`src/rtl/stress_monitor.sv`:
```
// rtl/stress_monitor.sv - windowed stress-drop detector driving stressGezakt
// Optional: STRESS_SAT_ERR_EN flags an all-ones sample as a sensor fault.
module stress_monitor #(
    parameter int SAMPLE_W      = 8,
    parameter int WIN_LOG2      = 2,
    parameter int SETTLE_CYCLES = 8,
    parameter int THRESH        = 4,
    parameter int TIMEOUT       = 64
) (
    input  logic                clk,
    input  logic                reset,
    input  logic [2:0]          A,
    input  logic [2:0]          F,
    input  logic                sample_valid,
    input  logic [SAMPLE_W-1:0] sample,
    output logic                stressGezakt,
    output logic                err
);

    localparam int ACC_W = SAMPLE_W + WIN_LOG2;
    localparam int CNT_W = WIN_LOG2 + 1;
    localparam int SET_W = $clog2(SETTLE_CYCLES + 1);
    localparam int TMO_W = $clog2(TIMEOUT + 1);

    localparam logic [CNT_W-1:0]    LAST_CNT    = CNT_W'((1 << WIN_LOG2) - 1);
    localparam logic [SET_W-1:0]    SETTLE_LOAD = SET_W'(SETTLE_CYCLES);
    localparam logic [TMO_W-1:0]    TMO_MAX     = TMO_W'(TIMEOUT);
    localparam logic [SAMPLE_W-1:0] THRESH_V    = SAMPLE_W'(THRESH);

    typedef enum logic [1:0] {SETTLE, ACCUM, COMPARE} state_t;

    state_t              state;
    state_t              state_next;
    logic [5:0]          af_q;
    logic                af_init;
    logic [SET_W-1:0]    settle_cnt;
    logic [ACC_W-1:0]    acc;
    logic [CNT_W-1:0]    cnt;
    logic [SAMPLE_W-1:0] ref_avg;
    logic                have_ref;
    logic [TMO_W-1:0]    idle;

    logic                af_change;
    logic                accept;
    logic [SAMPLE_W-1:0] avg;
    logic                drop;
    logic                idle_hit;
    logic                sat_hit;

    // af_init keeps the very first capture after reset from looking like a change
    always_comb begin
        af_change = af_init && ({A, F} != af_q);
        accept    = (state == ACCUM) && sample_valid;
        avg       = acc[ACC_W-1:WIN_LOG2];
        drop      = have_ref && (ref_avg >= avg) && ((ref_avg - avg) >= THRESH_V);
        idle_hit  = (state == ACCUM) && !af_change && !sample_valid &&
                    (idle == TMO_MAX - TMO_W'(1));
`ifdef STRESS_SAT_ERR_EN
        sat_hit   = accept && !af_change && (sample == {SAMPLE_W{1'b1}});
`else
        sat_hit   = 1'b0;
`endif
    end

    always_comb begin
        state_next = state;
        case (state)
            SETTLE:  if (settle_cnt == SET_W'(1)) state_next = ACCUM;
            ACCUM:   if (accept && cnt == LAST_CNT) state_next = COMPARE;
            COMPARE: state_next = ACCUM;
            default: state_next = SETTLE;
        endcase
        if (af_change) state_next = SETTLE;
    end

    always_ff @(posedge clk or posedge reset) begin
        if (reset) state <= SETTLE;
        else       state <= state_next;
    end

    always_ff @(posedge clk or posedge reset) begin
        if (reset) begin
            af_q         <= '0;
            af_init      <= 1'b0;
            settle_cnt   <= SETTLE_LOAD;
            acc          <= '0;
            cnt          <= '0;
            ref_avg      <= '0;
            have_ref     <= 1'b0;
            idle         <= '0;
            stressGezakt <= 1'b0;
            err          <= 1'b0;
        end else begin
            stressGezakt <= 1'b0;
            af_q         <= {A, F};
            af_init      <= 1'b1;
            if (idle_hit || sat_hit) err <= 1'b1;
            // a setpoint change wipes the partial window but keeps the reference
            if (af_change) begin
                settle_cnt <= SETTLE_LOAD;
                acc        <= '0;
                cnt        <= '0;
                idle       <= '0;
            end else begin
                case (state)
                    SETTLE: settle_cnt <= settle_cnt - SET_W'(1);
                    ACCUM: begin
                        if (accept) begin
                            acc  <= acc + ACC_W'(sample);
                            cnt  <= cnt + CNT_W'(1);
                            idle <= '0;
                        end else if (idle != TMO_MAX) begin
                            idle <= idle + TMO_W'(1);
                        end
                    end
                    COMPARE: begin
                        stressGezakt <= drop;
                        ref_avg      <= avg;
                        have_ref     <= 1'b1;
                        acc          <= '0;
                        cnt          <= '0;
                    end
                    default: ;
                endcase
            end
        end
    end

endmodule

```
`config.mk`:
```
export PLATFORM = sky130hd
export DESIGN_NAME = stress_monitor
export DESIGN_NICKNAME = d
export VERILOG_FILES = /design/src/rtl/stress_monitor.sv
export SDC_FILE = /design/constraint.sdc
export NUM_CORES = 1
export LEC_CHECK = 0
export ABC_AREA = 1
export CAP_MARGIN = 20
export CORE_MARGIN = 1.5
export CORE_UTILIZATION = 59
export CTS_CLUSTER_SIZE = 20
export DETAILED_ROUTE_END_ITERATION = 10
export DONT_BUFFER_PORTS = 1
export HOLD_SLACK_MARGIN = 0.12
export PLACE_DENSITY = 0.75
export SETUP_SLACK_MARGIN = 0.1
export SYNTH_ARGS = -nofsm -noshare
export SYNTH_HDL_FRONTEND = slang
export SYNTH_SLANG_ARGS = --single-unit
```
`constraint.sdc`:
```
create_clock -name clk -period 5.4 [get_ports clk]
set_clock_uncertainty 0.1 [all_clocks]
set_input_delay 0 -clock clk [delete_from_list [all_inputs] [get_ports clk]]
set_output_delay 0 -clock clk [all_outputs]
set_load 0.005 [all_outputs]
```
# ---- Word level (Yosys, flattened, before mapping)
# Index checks and enable logic that the tools add are counted.
dict set report word_totals {
  reg_bits 44
  in_bits 17
  output_inout_bits 2
  elab_cells 66
}
dict set report classes {
  n_reduce_logical 19
  n_lt_le_gt_ge 2
  n_mux 18
  eq_ne 10
  bitwise 1
  n_addsub 5
}
# cell count
set op_table {}
lappend op_table {{two-way mux 7 bit} 4}
lappend op_table {{two-way mux 10 bit} 2}
lappend op_table {{case mux 10 bit (2 select lines)} 1}
lappend op_table {{adder 10 x 8 -> 10 bit} 1}
lappend op_table {{greater-or-equal comparator 8 x 3 -> 1 bit (second input constant)} 1}
lappend op_table {{greater-or-equal comparator 8 bit} 1}
lappend op_table {{logical AND 1 bit} 8}
lappend op_table {{two-way mux 4 bit} 2}
lappend op_table {{AND reduction 2 bit} 4}
lappend op_table {{subtractor 8 bit} 1}
lappend op_table {{adder 7 x 1 -> 7 bit (second input constant)} 1}
lappend op_table {{== test 7 x 6 -> 1 bit (second input constant)} 1}
lappend op_table {{inequality test 7 bit (second input constant)} 1}
lappend op_table {{two-way mux 2 bit} 3}
lappend op_table {{two-way mux 3 bit} 2}
lappend op_table {{inequality test 3 bit (second input constant)} 2}
lappend op_table {{inequality test 6 bit} 1}
lappend op_table {{case mux 2 bit (3 select lines)} 1}
lappend op_table {{case mux 3 bit (2 select lines)} 1}
lappend op_table {{nonzero test 3 bit} 2}
lappend op_table {{== test 4 x 1 -> 1 bit (second input constant)} 1}
lappend op_table {{nonzero test 2 bit} 2}
lappend op_table {{subtractor 4 x 1 -> 4 bit (second input constant)} 1}
lappend op_table {{adder 3 x 1 -> 3 bit (second input constant)} 1}
lappend op_table {{other kinds (8)} 10}

# ---- Longest topological paths before layout
# Gate-level depths: netlist of the first run.
dict set report logic_depth {
  ltp_word 6
  mapped_depth 15
  mapped_depth_nobuf 15
}

# ---- Worst setup path before layout of the first run
# Ideal clock, no wire load.
dict set report synth_timing {
  path_type {register to register}
  from {register acc[0]}
  to {register acc[6]}
  arrival_time_ns 1.539
  slack_ns 3.631
  n_path_buf 0
  stages_incl_launch_ff 8
  t_required_ns 5.170
  setup_time_ns 0.130
  period_less_slack_ns 1.769
  cell_sequence {dfrtp_1 > ha_1 > fa_1 > nand3_1 > nand3_1 > a21oi_1 > xor2_1 > a21oi_1}
}
dict set report synth_via {
  elab_chain_cells 4
}
# element line_no
set synth_rtl {}
lappend synth_rtl {{start, declared} 37} ;# logic [ACC_W-1:0] acc;
lappend synth_rtl {{start signal, assigned} 109} ;# acc <= acc + ACC_W'(sample);
lappend synth_rtl {{adder 10 x 8 -> 10 bit} 109}
lappend synth_rtl {{two-way mux 10 bit} 108} ;# if (accept) begin
lappend synth_rtl {{case mux 10 bit (2 select lines)} 105} ;# case (state)
lappend synth_rtl {{two-way mux 10 bit} 99} ;# if (af_change) begin
# No other way between the ends. The select of a mux whose other input is x is not followed.
# A chain may end at the register's enable or synchronous reset.

# ---- Final worst setup path of the first run
dict set report layout_timing {
  from {register acc[0]}
  to {register acc[8]}
}
# The elaborated chain is that of the path after synthesis.

==> flow_metrics.tcl, run 1 <==
set metrics [dict create \
    worst_pin_slew_ps 910 \
    cpMaxStageDelayCell "fa_1" \
    drt-initial-drc-count 72 \
    endpoint_kind "flip-flop" \
    portBuffers 0 \
    max_freq_mhz 517 \
    area_delta_synth_final_pct 9.66 \
    synth_area_leader_cell "dfrtp_1" \
    antennaDiodeCount 0 \
    syn_avg_cell_area_um2 7.76 \
    ys_seq_area_share_pct 38.5 \
    synth_top_family_by_area "simple AND/OR/NAND/NOR gates" \
    grt_max_degree 45 \
    clock_sinks 44 \
    core_um2 4690 \
    core.rowCount 25 \
    antenna_found_initial 0 \
    muxShareOfSynthArea_pct 0 \
    cp_common_cell "nand3_1" \
    root_buffer "clkbuf_8" \
    finalCritPeriodShare_pct 35.8 \
    dp_cells 421 \
    synth.cell_area_um2 2860 \
    synth_ff_type "dfrtp_1" \
    fp.dieH_um 72.7 \
    yosysMostFrequentCell "nand2_1" \
    finalInstanceArea_um2 3140 \
    io_pins 19 \
    grt_pass1_wl_um 9160 \
    startpoint_type "flip-flop" \
    synth_warnings 0 \
    slew_headroom_pct 39.2 \
    syn_inst 369 \
    synth_xor_xnor_area_share_pct 3.98 \
    final_cells 443 \
    synth.distinct_cells 37 \
    fin_setup_tns_ps 0 \
    peakVddDrop_v 0.000160 \
    startpoint "acc[0]" \
    synth-compound-area-share_pct 10.2 \
    cpPeakStageDelay_ps 410 \
    insertion_delay_ps 300 \
    synthAdderAreaFrac_pct 10.3 \
    status "completed" \
    critPathRequiredTime_ps 5510 \
    ctsHoldBuffers 15 \
    viasPerCell 5.28 \
    crit_fanout 4 \
    detail_route.wirelength_um 5370 \
    synth_area_leaders "dfrtp_1 (38%), nand2_1 (14%), ha_1 (9.6%), inv_1 (7.5%), nand3_1 (4.5%)" \
    nets 429 \
    final_util_pct 66.9 \
    synth.top_cell.area_share_pct 37.6 \
    hold_class "input port to flip-flop" \
    postPlaceCellArea_um2 2910 \
    critPathArrivalTime_ps 2040 \
    crit_type "flip-flop to flip-flop" \
    grt_use_total_pct 22.4 \
    cts_tree "yes" \
    synth_commonest_cells "nand2_1 (105), inv_1 (57), dfrtp_1 (43)" \
    worstPathCellList "ha_1 -> fa_1 -> nand3_1 -> nand3_1 -> nand3_1 -> nand2_1 -> xor2_1 -> o21ai_0" \
    post_cts_resized 0 \
    detail-route-antenna-nets 0 \
    wire_per_inst_um 12.1 \
    gr-total-overflow 0 \
    hpwl_um 3970 \
    yosys.area_share.simple_pct 27.9 \
    grt_pass1_vias 2141 \
    gp_congestion 0.911 \
    cap_violations 0 \
    setup_viol 0 \
    cts_buffers 5 \
    hp-start "sample[2]" \
    rsz0062_at_grt "false" \
    finalCriticalPeriod_ps 1930 \
    drcViolationCount 0 \
    synth-async-reset-ratio_pct 100 \
    die_w_um 72.7 \
    cts_setup_buffers 0 \
    drtPass1Iterations 4 \
    syn_nets 409 \
    fillers 373 \
    clockBufferDepth 2 \
    h-tree-depth 2 \
    synth_edf_count 0 \
    powerDensity_nw_per_um2 231 \
    maxSlewViolCount 0 \
    ys_ff_latch 44 \
    initial_core_util_pct 61.0 \
    die_area_um2 5280 \
    clkSlewWorstSetupHoldPaths_ps 80 \
    drive_gt1_share_pct 6.68 \
    finalHoldViolations 0 \
    vias 2339 \
    leakagePower_nw 1.71 \
    timing.rr.start "acc[0]" \
]
==> kinds of logic (layout without fill, tap and decap cells) <==
group,after synthesis,after routing
other,1,1
buffers and inverters,63,83
xor gates and xnor gates,13,13
and+or+nand+nor,173,173
AOI/OAI and AO/OA,52,52
adders and majority gates,23,23
DFF,44,44
==> power breakdown <==
group          internal, mW  leakage, nW  switching, mW  total [mW]
logic                0.0660         1.09          0.104       0.170
clock network        0.0879       0.0410          0.104       0.192
registers             0.351        0.580         0.0132       0.364
total                 0.505         1.71          0.222       0.727
==> metrics by stage <==
stage | setup slack [ps] | hold slack [ps] | total power [mW]
final | 3470 | 148 | 0.727
after floorplan | 3630 | -68.6 | 0.503
after global placement | 3550 | -68.5 | 0.526
after CTS | 3450 | 132 | 0.734
after global routing | 3350 | 157 | 0.774
after detailed placement | 3500 | -68.5 | 0.530
==> final timing paths <==
check	slack [ps]	to	depth (start not counted)
worst max-delay path	3470	acc[8]	8
worst min-delay path	150	acc[2]	5
worst max register to register	3470	acc[8]	8
worst min register to register	360	have_ref	2
max in group asynchronous	4370	acc[9]	2
min in group asynchronous	250	idle[0]	2
==> layer usage <==
metal / part of all wire, % / GRT usage, % / vias to the layer above
met3: 2.7 / 4.70 / 7
met2: 51 / 39.1 / 24
li1: - / - / 1219
met1: 45 / 27.3 / 1089
met4: 1.6 / 7.97 / 0
met5: 0 / 0 / -
==> sequential cells by signal, indices dropped and copies added, names as in the netlist <==
register,count
have_ref,1
idle,7
cnt,3
acc,10
ref_avg,8
settle_cnt,4
state,2
af_q,6
af_init,1
stressGezakt,1
err,1
==> worst max-delay path: cells and delay by family, from the launching register on <==
family                     cells  cell delay [ps]
AOI/OAI and AO/OA              1              180
xor gates and xnor gates       1              150
adders and majority gates      2              650
DFF                            1              380
and+or+nand+nor                4              390
==> placed cells by master (no fill, tap or decap), types with 2 or more instances in the layout <==
master,netlist,routed
xor2_1,11,11
nor2_4,3,3
clkbuf_8,0,5
o21ai_0,21,21
nor2_1,21,21
inv_1,57,56
xnor2_1,2,2
dlygate4sd3_1,0,15
dfrtp_1,43,43
inv_2,2,3
nand4_1,4,4
ha_1,22,22
nand2_1,105,105
nand3_1,26,26
a21oi_1,19,19
o211ai_1,3,3
nor3_1,4,4
o21ai_2,3,3
o21bai_1,2,2
nand2_4,2,2
==> final cells by class <==
cell class | count | area (um^2) | share of cell area [%]
clock inverter | 1 | 5.00 | 0.159
multi-input combinational | 262 | 1510 | 47.9
timing repair buffer | 15 | 150 | 4.78
tap | 54 | 67.6 | 2.15
inverter | 61 | 236 | 7.53
clock buffer | 6 | 72.6 | 2.31
sequential | 44 | 1100 | 35.1
Note: power is estimated with default switching activity, not from simulation.
==> inputs of run 2 (changes only) <==
ABC_AREA = 0   (was 1)
CORE_UTILIZATION = 57   (was 59)
clock period = 1.65 ns   (was 5.4 ns; I/O delays follow)
==> flow_metrics.tcl, run 2 <==
set metrics [dict create \
    status "finished with violations" \
    failed_checks "hold timing, setup timing" \
    grtUsageMet3_pct 5.92 \
    h-tree-depth 2 \
    viasPerCell 7.02 \
    root_buffer "clkbuf_8" \
    powerDensity_nw_per_um2 776 \
    maxSlewViolCount 0 \
    synth_ff_type "dfrtp_1" \
    detail-route-antenna-nets 0 \
    ys_ff_latch 44 \
    synth.cell_area_um2 2590 \
    layout_commonest_cell "dfrtp_1" \
    cpPeakStageDelay_ps 410 \
    insertion_delay_ps 300 \
    cap_violations 0 \
    synth-async-reset-ratio_pct 100 \
    critPathRequiredTime_ps 1710 \
    grt_pass1_vias 2659 \
    top_regs "acc (10), ref_avg (8), idle (7)" \
    core_um2 4350 \
    whs_endpoint "acc[0]" \
    worstPathCellList "ha_4 -> fa_2 -> a211oi_2 -> o21bai_2 -> a31oi_4 -> nor2_1 -> a2111oi_2" \
    fin_hold_ws_ps -24.3 \
    area_delta_synth_final_pct 50.7 \
    synth_commonest_cells "dfrtp_1 (43), nor2_1 (29), ha_1 (22)" \
    cp_top_family "compound AO/OA/AOI/OAI gates" \
    place_ws_ps -516 \
    nets 379 \
    gp_congestion 0.843 \
    syn_avg_cell_area_um2 9.42 \
    finalCritPeriodShare_pct 136 \
    leakagePower_nw 1.64 \
    crit_type "flip-flop to flip-flop" \
    hp-start "sample[0]" \
    vias 2753 \
    max_freq_mhz 444 \
    io_pins 19 \
    finalInstanceArea_um2 3900 \
    finalCriticalPeriod_ps 2250 \
    grt_max_degree 25 \
    grtUsageMet1_pct 40.4 \
    ctsHoldBuffers 10 \
    portBuffers 0 \
    clock_sinks 44 \
    postPlaceCellArea_um2 2970 \
    fp.dieH_um 70.4 \
    startpoint_type "flip-flop" \
    setup_viol 35 \
    synth.distinct_cells 50 \
    syn_inst 275 \
    peakVddDrop_v 0.000490 \
    grt_use_total_pct 33.0 \
    use_met2_pct 56.2 \
    crit_fanout 2 \
    synth_warnings 0 \
    synth_area_leaders "dfrtp_1 (42%), ha_1 (11%), nor2_1 (4.2%), a21oi_1 (3.7%), o21ai_0 (3.5%)" \
    min_path_cells 3 \
    rsz0062_at_grt "true" \
    drcViolationCount 0 \
    rrSetupSlack_ps -600 \
    endpoint_kind "flip-flop" \
    largest_register_ffs 10 \
    initial_core_util_pct 59.5 \
    timing.rr.start "acc[0]" \
    layout_common_cells "dfrtp_1 (43), buf_4 (40), nor2_1 (20)" \
    synth_area_leader_cell "dfrtp_1" \
    yosysMostFrequentCell "dfrtp_1" \
    grt_pass1_wl_um 12700 \
    wire_per_inst_um 25.1 \
    path_buf_inv 0 \
    drtPass1Iterations 6 \
    hpwl_um 4110 \
    r2r-end "acc[6]" \
    antennaDiodeCount 0 \
    worst_pin_slew_ps 505 \
    reg2reg_depth 7 \
    clkSlewWorstSetupHoldPaths_ps 90 \
    drt-initial-drc-count 305 \
    cts_tree "yes" \
    synth.top_cell.area_share_pct 41.5 \
    final_util_pct 89.6 \
    antenna_found_initial 0 \
    finalHoldViolations 1 \
    core.rowCount 24 \
    cts_buffers 5 \
    synth_edf_count 0 \
    die_area_um2 4960 \
    clockBufferDepth 2 \
    gr-total-overflow 0 \
    critPathArrivalTime_ps 2310 \
    drive_gt1_share_pct 43.8 \
    ys_seq_area_share_pct 42.6 \
    grt.busiest_layer "met2" \
    setup_ws_ps -601 \
    largest-register "acc" \
    detail_route.wirelength_um 9830 \
    hold_class "input port to flip-flop" \
    slew_headroom_pct 66.2 \
    syn_nets 315 \
    cpMaxStageDelayCell "dfrtp_1" \
    die_w_um 70.4 \
]
## run 2: power by group
part	total (mW)	internal [mW]	switching [mW]
clock network	0.857	0.456	0.401
registers	1.23	1.15	0.0765
logic	0.946	0.441	0.504
total	3.03	2.05	0.982
## run 2: cell families after synthesis
group,after synthesis,share of synthesized area (%)
adder cells (fa/ha/maj),23,11.4
XOR/XNOR,12,4.06
AND/OR/NAND/NOR,89,18.0
buffers and inverters,25,4.06
multiplexers,2,0.821
other,1,0.145
AO/OA/AOI/OAI,79,18.9
flip-flops,44,42.6
## run 2: timing repair
action | in CTS | in global routing
pin swaps | 17 | 21
cloned | 3 | 0
setup buffers | 9 | 11
hold endpoints to repair | 63 | 3
endpoints found under the setup margin | 30 | 37
gates resized for setup | 63 | 58
## run 2: worst min-delay path, delay by kind of cell
family / cells / cell delay, ps
AND/OR/NAND/NOR: 1 / 90
adder cells (fa/ha/maj): 1 / 170
AO/OA/AOI/OAI: 1 / 70
## run 2: metal layers
layer	wire, um	part of all wire [%]
met1	3600	37
met2	4650	47
met3	903	9.2
met4	674	6.9
met5	0	0
## run 2: cell type report
class	instances	area, um^2
clock buffers	5	68.8
multi-input cells	206	1910
clock inverters	3	47.5
fillers	159	452
inverters	15	61.3
well taps	52	65.1
repair buffers	67	651
flip-flops and latches	44	1100
## run 2: per-stage QoR
step	instances	hold WS, ps	power (mW)	setup TNS, ps
final	392	-24.3	3.03	-6150
after global routing	392	-42.0	3.12	-8150
after CTS	383	-60.7	2.76	-2590
after detailed placement	353	-177	1.75	-2650
after global placement	353	-172	1.73	-1940
after floorplan	275	-68.6	1.60	-1010
## run 2: worst max path at each step
stage | start | endpoint | slack (ps) | cells after the start
finish | acc[0] | acc[6] | -600 | 7
global route | acc[0] | acc[6] | -700 | 7
CTS | acc[0] | acc[6] | -460 | 7
detailed placement | acc[0] | acc[6] | -520 | 7
global placement | acc[0] | acc[6] | -350 | 7
floorplan | acc[0] | acc[6] | -320 | 7
==> inputs of run 3 (changes only) <==
ABC_AREA = 1   (was 0)
==> flow_metrics.tcl, run 3 (synthesis results as in run 1) <==
set metrics [dict create \
    status "finished with violations" \
    failed_checks "setup timing" \
    detail_route.wirelength_um 8700 \
    layout_commonest_cell "nand2_1" \
    die_area_um2 5460 \
    grt_pass1_wl_um 11600 \
    drt-initial-drc-count 221 \
    clockBufferDepth 2 \
    finalCritPeriodShare_pct 113 \
    core_um2 4790 \
    finalHoldViolations 0 \
    die_w_um 73.9 \
    antennaDiodeCount 0 \
    powerDensity_nw_per_um2 723 \
    largest_register_ffs 10 \
    max_freq_mhz 535 \
    hold_class "input port to flip-flop" \
    cts_buffers 5 \
    viasPerCell 5.62 \
    finalCriticalPeriod_ps 1870 \
    insertion_delay_ps 310 \
    postPlaceCellArea_um2 3230 \
    wire_per_inst_um 17.2 \
    dp_cells 456 \
    gp_congestion 0.841 \
    h-tree-depth 2 \
    vias 2850 \
    leakagePower_nw 2.08 \
    core.rowCount 25 \
    startpoint_type "flip-flop" \
    final_cells 507 \
    hpwl_um 4530 \
    portBuffers 0 \
    rsz0062_at_grt "true" \
    io_pins 19 \
    drive_gt1_share_pct 41.6 \
    layout_common_cells "nand2_1 (70), dfrtp_1 (41), inv_1 (40)" \
    cp_common_cell "nand2_1" \
    rrSetupSlack_ps -220 \
    crit_fanout 5 \
    grt_max_degree 26 \
    cpPeakStageDelay_ps 490 \
    setup_viol 10 \
    largest-register "acc" \
    nets 479 \
    clkSlewWorstSetupHoldPaths_ps 90 \
    crit_type "flip-flop to flip-flop" \
    worstPathCellList "ha_4 -> nand2_1 -> nor2_1 -> nand2_1 -> nand3b_1 -> nand2_1 -> a21oi_1 -> nor2_1" \
    cts_tree "yes" \
    final_util_pct 87.5 \
    grt_use_total_pct 27.8 \
    antenna_found_initial 0 \
    grt_pass1_vias 2702 \
    drcViolationCount 0 \
    finalInstanceArea_um2 4190 \
    area_delta_synth_final_pct 46.2 \
    detail-route-antenna-nets 0 \
    critPathArrivalTime_ps 1960 \
    root_buffer "clkbuf_8" \
    cap_violations 0 \
    fp.dieH_um 73.9 \
    initial_core_util_pct 59.8 \
    critPathRequiredTime_ps 1750 \
    drtPass1Iterations 4 \
    gr-total-overflow 0 \
    clock_sinks 44 \
    cpMaxStageDelayCell "dfrtp_2" \
    peakVddDrop_v 0.000484 \
    endpoint_kind "flip-flop" \
    top_regs "acc (10), ref_avg (8), idle (7)" \
    maxSlewViolCount 0 \
    setup_ws_ps -218 \
]
-- run 3: cell count changes in the layout (fill, tap and decap cells not counted), sizes merged, moves of 7 or more --
cell / before / now
nand3: 9 / 26
buf: 57 / 48
inv: 15 / 60
dlygate4sd3: 10 / 17
nand2b: 8 / 0
nand2: 11 / 109
-- run 3: worst max-delay path, delay by kind of cell (launching register included) --
kind	cells	cell delay [ps]
AND/OR/NAND/NOR	6	700
flip-flops	1	490
adder cells (fa/ha/maj)	1	340
AO/OA/AOI/OAI	1	150
-- run 3: cell type report --
type	count	area, um^2
multi-input cells	262	2050
flip-flops and latches	44	1100
fillers	233	601
repair buffers	65	581
inverters	61	250
well taps	67	83.8
clock buffers	5	68.8
clock inverters	3	47.5
-- run 3: where the power goes --
part / switching (mW) / internal, mW / total [mW]
Clock: 0.439 / 0.457 / 0.896
Combinational: 0.518 / 0.411 / 0.930
Sequential: 0.0532 / 1.15 / 1.20
-- run 3: path summary, 6_finish.rpt --
path,from,end,depth (start not counted)
max,acc[2],acc[5],8
min,sample[0],acc[1],4
max reg2reg,acc[2],acc[5],8
min reg2reg,have_ref,have_ref,2
max in group asynchronous,reset,acc[2],4
min in group asynchronous,reset,ref_avg[3],3
-- run 3: stage by stage --
| step | hold WS [ps] | worst slack (ps) | TNS, ps | power [mW] |
|---|---|---|---|---|
| CTS | 136 | -68.4 | -164 | 2.84 |
| global placement | -149 | -45.2 | -67.3 | 1.80 |
| global route | 145 | -222 | -2030 | 3.16 |
| detailed placement | -148 | -58.2 | -179 | 1.82 |
| finish | 139 | -218 | -832 | 3.03 |
| floorplan | -68.6 | 21.1 | 0 | 1.67 |
-- run 3: repair_timing --
action                                 in CTS  in global routing
pin swaps                                  34                 49
resized for setup                          55                 90
endpoints found under the hold margin      68                  0
setup buffers                              15                 12
hold buffers                               17                  0
setup endpoints to repair                  26                 56
-- run 3: per-layer routing --
metal / track usage, % / vias up / share of wire, % / wire (um)
li1: - / 1316 / - / -
met1: 32.8 / 1375 / 40 / 3510
met5: 0 / - / 0 / 0
met4: 12.6 / 0 / 4.6 / 401
met2: 49.2 / 114 / 50 / 4360
met3: 4.66 / 45 / 4.9 / 423
